### config.mk
export PLATFORM = sky130hd
export DESIGN_NAME = idecode
export DESIGN_NICKNAME = d
export VERILOG_FILES = /design/src/rtl/idecode.sv
export SDC_FILE = /design/constraint.sdc
export NUM_CORES = 2
export LEC_CHECK = 0
export CORE_MARGIN = 2
export CORE_UTILIZATION = 61
export DETAILED_ROUTE_END_ITERATION = 16
export PLACE_DENSITY = 0.81
export SETUP_SLACK_MARGIN = 0.02
export SYNTH_ARGS = -nofsm -noshare
export SYNTH_HDL_FRONTEND = slang
export SYNTH_SLANG_ARGS = --single-unit
### constraint.sdc
create_clock -name clk -period 2.1 [get_ports clk]
set_input_delay 0.315 -clock clk [delete_from_list [all_inputs] [get_ports clk]]
set_output_delay 0.315 -clock clk [all_outputs]
set_load 0.01 [all_outputs]
### src/rtl/idecode.sv
// ---------------------------------------------------------------------------
// idecode -- instruction decode stage of a five-stage pipeline.
//
// Holds the 32x32 register file, decodes the opcode into the control bundles
// carried down the pipe, detects load-use hazards and produces the ID/EX
// pipeline register.
//
// Ports
//   clk              single clock, all state updates on the rising edge
//   rst_n            asynchronous active-low reset; clears ID/EX and registers
//   IF_ID_instr      instruction from the IF/ID register
//   IF_ID_npc        PC+1 from the IF/ID register
//   MEM_WB_RegWrite  writeback enable
//   MEM_WB_writereg  writeback destination register
//   WB_writedata     writeback data
//   EX_MEM_PCSrc     taken branch; squashes the instruction being decoded
//   ID_EX_wb         {RegWrite, MemtoReg}
//   ID_EX_m          {Branch, MemRead, MemWrite}
//   ID_EX_ex         {RegDst, ALUOp[1:0], ALUSrc}
//   ID_EX_npc        registered PC+1
//   ID_EX_readdat1   registered rs value
//   ID_EX_readdat2   registered rt value
//   ID_EX_sign_ext   registered sign-extended immediate
//   ID_EX_instr_2016 registered rt field
//   ID_EX_instr_1511 registered rd field
//   ID_stall         combinational load-use hazard flag
// ---------------------------------------------------------------------------
module idecode (
  input  logic        clk,
  input  logic        rst_n,
  input  logic [31:0] IF_ID_instr,
  input  logic [31:0] IF_ID_npc,
  input  logic        MEM_WB_RegWrite,
  input  logic [4:0]  MEM_WB_writereg,
  input  logic [31:0] WB_writedata,
  input  logic        EX_MEM_PCSrc,
  output logic [1:0]  ID_EX_wb,
  output logic [2:0]  ID_EX_m,
  output logic [3:0]  ID_EX_ex,
  output logic [31:0] ID_EX_npc,
  output logic [31:0] ID_EX_readdat1,
  output logic [31:0] ID_EX_readdat2,
  output logic [31:0] ID_EX_sign_ext,
  output logic [4:0]  ID_EX_instr_2016,
  output logic [4:0]  ID_EX_instr_1511,
  output logic        ID_stall
);

  localparam logic [5:0] OP_RTYPE = 6'h00;
  localparam logic [5:0] OP_LW    = 6'h23;
  localparam logic [5:0] OP_SW    = 6'h2B;
  localparam logic [5:0] OP_BEQ   = 6'h04;

  logic [31:0] regs [32];

  logic [5:0]  opcode;
  logic [4:0]  rs;
  logic [4:0]  rt;
  logic [31:0] rs_val;
  logic [31:0] rt_val;
  logic [31:0] sign_ext;
  logic [1:0]  wb_dec;
  logic [2:0]  m_dec;
  logic [3:0]  ex_dec;
  logic        wb_write;
  logic        bubble;

  assign opcode   = IF_ID_instr[31:26];
  assign rs       = IF_ID_instr[25:21];
  assign rt       = IF_ID_instr[20:16];
  assign sign_ext = {{16{IF_ID_instr[15]}}, IF_ID_instr[15:0]};

  // Writes to register 0 are dropped here, so it stays zero after reset.
  assign wb_write = MEM_WB_RegWrite && (MEM_WB_writereg != 5'd0);

  // Register file storage. Writeback is independent of stalls and flushes:
  // the instruction in WB has already committed.
  always_ff @(posedge clk or negedge rst_n) begin
    if (!rst_n) begin
      for (int i = 0; i < 32; i++) begin
        regs[i] <= '0;
      end
    end else if (wb_write) begin
      regs[MEM_WB_writereg] <= WB_writedata;
    end
  end

  // Read ports. A write landing this cycle is forwarded so the decoding
  // instruction sees the new value without waiting for the edge.
  always_comb begin
    rs_val = regs[rs];
    rt_val = regs[rt];
    if (wb_write && (MEM_WB_writereg == rs)) begin
      rs_val = WB_writedata;
    end
    if (wb_write && (MEM_WB_writereg == rt)) begin
      rt_val = WB_writedata;
    end
    if (rs == 5'd0) begin
      rs_val = '0;
    end
    if (rt == 5'd0) begin
      rt_val = '0;
    end
  end

  // Main control decode. Unknown opcodes decode to an all-zero bubble so
  // they can never write state further down the pipe.
  always_comb begin
    wb_dec = 2'b00;
    m_dec  = 3'b000;
    ex_dec = 4'b0000;
    case (opcode)
      OP_RTYPE: begin
        wb_dec = 2'b10;
        ex_dec = 4'b1100;
      end
      OP_LW: begin
        wb_dec = 2'b11;
        m_dec  = 3'b010;
        ex_dec = 4'b0001;
      end
      OP_SW: begin
        m_dec  = 3'b001;
        ex_dec = 4'b0001;
      end
      OP_BEQ: begin
        m_dec  = 3'b100;
        ex_dec = 4'b0010;
      end
      default: begin
        wb_dec = 2'b00;
      end
    endcase
  end

  // Load-use hazard: the load now in EX targets a register the current
  // instruction reads. A load into $0 never creates a real dependency.
  assign ID_stall = ID_EX_m[1] && (ID_EX_instr_2016 != 5'd0) &&
                    ((ID_EX_instr_2016 == rs) || (ID_EX_instr_2016 == rt));

  // Stall and flush both just zero the control bundles; together they still
  // produce one bubble since there is only one ID/EX slot to clear.
  assign bubble = ID_stall || EX_MEM_PCSrc;

  // ID/EX pipeline register. Data fields always load; only control is
  // squashed on a bubble.
  always_ff @(posedge clk or negedge rst_n) begin
    if (!rst_n) begin
      ID_EX_wb         <= '0;
      ID_EX_m          <= '0;
      ID_EX_ex         <= '0;
      ID_EX_npc        <= '0;
      ID_EX_readdat1   <= '0;
      ID_EX_readdat2   <= '0;
      ID_EX_sign_ext   <= '0;
      ID_EX_instr_2016 <= '0;
      ID_EX_instr_1511 <= '0;
    end else begin
      ID_EX_wb         <= bubble ? 2'b00   : wb_dec;
      ID_EX_m          <= bubble ? 3'b000  : m_dec;
      ID_EX_ex         <= bubble ? 4'b0000 : ex_dec;
      ID_EX_npc        <= IF_ID_npc;
      ID_EX_readdat1   <= rs_val;
      ID_EX_readdat2   <= rt_val;
      ID_EX_sign_ext   <= sign_ext;
      ID_EX_instr_2016 <= IF_ID_instr[20:16];
      ID_EX_instr_1511 <= IF_ID_instr[15:11];
    end
  end

endmodule

==> flow_metrics.env <==
export IMPL_cpPeakStageDelay_ps=420
export IMPL_critical_path_buf_inv_count=2
export IMPL_final_period_utilization_pct=110
export IMPL_rows=113
export IMPL_synth_async_reset_ratio_pct=100
export IMPL_synth_flop_cell="dfrtp_1"
export IMPL_final_nets=4794
export IMPL_nFillCells=5810
export IMPL_cts_made_buffers=118
export IMPL_die_y_um=314
export IMPL_status="finished with violations"
export IMPL_rsz0062_at_grt="yes"
export IMPL_core_area_sq_um=95200
export IMPL_setup_viol=1
export IMPL_cap_violations=0
export IMPL_viasPerCell=7.23
export IMPL_wl_mm=206
export IMPL_grt_pass1_wl_mm=303
export IMPL_postRouteAntennaNets=0
export IMPL_grt_ovfl_total=0
export IMPL_violations="setup timing"
export IMPL_crit_fanout=4
export IMPL_cts_num_sinks=1149
export IMPL_p_per_area_nw_per_um2=916
export IMPL_drc_errors=0
export IMPL_die_w_um=314
export IMPL_numPortBuffers=252
export IMPL_grt_max_degree=112
export IMPL_vias=43761
export IMPL_critical_path_arrival_ps=2000
export IMPL_syn_instance_count=4247
export IMPL_clk_pin_slew_ps=60
export IMPL_drt_iter0_markers=5810
export IMPL_worst_slew_pin_slew_ps=793
export IMPL_crit_slowest_cell="dfrtp_1"
export IMPL_setup_ws_ps=-217
export IMPL_finalSetupTns_ps=-217
export IMPL_finalHoldViolCount=0
export IMPL_ios=253
export IMPL_cts_tree="yes"
export IMPL_crit_type="flip-flop to primary output"
export IMPL_antenna_found_initial=4
export IMPL_placed_cell_area_sq_um=66800
export IMPL_area_delta_synth_final_pct=21.1
export IMPL_synth_seq_cells=1149
export IMPL_p_leak_nw=32.0
export IMPL_finish_instance_area_sq_um=71100
export IMPL_relSlewSlack_pct=47.0
export IMPL_critPathLaunchType="flip-flop"
export IMPL_final_cells=6055
export IMPL_crit_family="flip-flops"
export IMPL_grt_pass1_vias=45598
export IMPL_ys_seq_area_share_pct=49.0
export IMPL_dieArea_sq_um=98700
export IMPL_place_gp_congestion=0.939
export IMPL_avgRoutedWirePerCell_um=34.1
export IMPL_fin_worst_skew_ps=34.8
export IMPL_grt_total_usage_pct=42.0
export IMPL_fmax_ghz=0.432
export IMPL_drive_gt1_share_pct=43.3
export IMPL_dp_cells=5823
export IMPL_slew_viol_final=0
export IMPL_cts_buffer_depth=3
export IMPL_htreeDepth=3
export IMPL_cp_required_ps=1780
export IMPL_cp_cell_sequence="buf_4, xor2_1, nor3_1, nand3_1, a21oi_2, buf_2"
export IMPL_syn_nets=4352
export IMPL_hold_path_class="primary input to flip-flop"
export IMPL_synth_distinct_cells=53
export IMPL_cts_root_buf="clkbuf_16"
export IMPL_peakVddDrop_uv=799
export IMPL_yosys_warnings=0
export IMPL_min_period_ps=2320
export IMPL_hpwl_mm=133
export IMPL_cp_end_kind="primary output"
export IMPL_clock_latency_ps=730
export IMPL_synth_edf_count=0
export IMPL_syn_area_per_cell_sq_um=13.8
export IMPL_initial_core_util_pct=61.7
export IMPL_firstDrtPassIters=5
export IMPL_syn_cell_area_sq_um=58700
==> cells in the mapped netlist, types with 42 or more instances <==
cell,count,area share [%]
dfrtp_1,1149,49
mux2_2,984,19
mux2i_1,512,8.7
mux4_2,256,9.8
clkbuf_1,209,1.3
buf_2,146,1.2
o22ai_1,128,1.4
nor2_1,99,0.63
a221oi_1,95,1.4
nand2_1,88,0.56
o21ai_0,68,0.58
buf_4,60,0.77
nor4_1,42,0.45
==> per-layer routing <==
layer / up-vias / wire length [um] / GRT usage, %
met4: 4 / 15500 / 26.2
met5: - / 26 / 0
met2: 3319 / 90700 / 61.9
met3: 963 / 26900 / 13.8
met1: 22516 / 73000 / 54.0
li1: 16959 / - / -
==> logic make-up after synthesis <==
kind of cell	Yosys count	synth area share, %
compound gates	502	6.12
xor+xnor	20	0.299
buf+inv	482	4.19
flops	1149	49.0
mux	1760	37.6
simple gates	334	2.80
==> power breakdown <==
part | switching (mW) | internal (mW)
Clock | 9.14 | 13.4
Sequential | 3.36 | 26.1
Combinational | 5.59 | 7.40
Total | 18.1 | 47.0
==> state kept, by name (all words and copies together), names as in the netlist <==
register	cells
ID_EX_ex	3
ID_EX_instr_1511	5
ID_EX_instr_2016	5
ID_EX_m	3
ID_EX_npc	32
ID_EX_readdat1	32
ID_EX_readdat2	32
ID_EX_sign_ext	11
ID_EX_wb	2
regs	1024
==> worst paths after layout <==
check | depth (start not counted) | slack [ps] | to | startpoint
hold / removal | 1 | 20 | ID_EX_npc[18] | IF_ID_npc[18]
hold reg to reg | 0 | 400 | regs[1016] | regs[1016]
max in group asynchronous | 4 | 990 | regs[588] | rst_n
setup / recovery | 6 | -220 | ID_stall | ID_EX_instr_2016[2]
setup reg to reg | 5 | 50 | ID_EX_readdat1[25] | regs[569]
min in group asynchronous | 2 | 50 | ID_EX_instr_1511[0] | rst_n
==> cell type report <==
type	instances	area [sq um]	area share (%)
clock inverter	43	626	0.880
multi-input combinational	2616	27700	39.0
clock buffer	176	3530	4.97
tap	1265	1580	2.23
sequential	1149	28800	40.5
timing repair buffer	804	8840	12.4
antenna	2	5.00	0.00704
==> through the flow <==
step	utilization (%)	setup WS [ps]	total power, mW	hold slack (ps)
3_3_place_gp	70.2	-659	41.4	202
4_1_cts	74.6	-267	64.8	0.530
5_1_grt	74.7	-276	67.1	15.5
3_5_place_dp	70.2	-622	42.2	200
6_report	74.7	-217	65.1	16.4
2_1_floorplan	-	174	36.9	19.4
==> repair_timing <==
action	in CTS	in global routing
setup buffers	5	4
endpoints found under the setup margin	30	16
hold endpoints to repair	390	0
hold buffers	2	0
pin swaps	4	5
gates resized for setup	36	16
==> cell usage in the layout (no fill, tap or decap), drive strengths merged, types with 31 or more instances in the layout <==
cell and count:
dfrtp 1149, mux2 992, buf 564, mux2i 512
mux4 256, clkdlybuf4s50 211, clkbuf 176, o22ai 128
nor2 103, a221oi 95, nand2 88, o21ai 68
nor4 42, a22oi 36, a21o 34, a21oi 31
(Power assumes the default switching activity.)
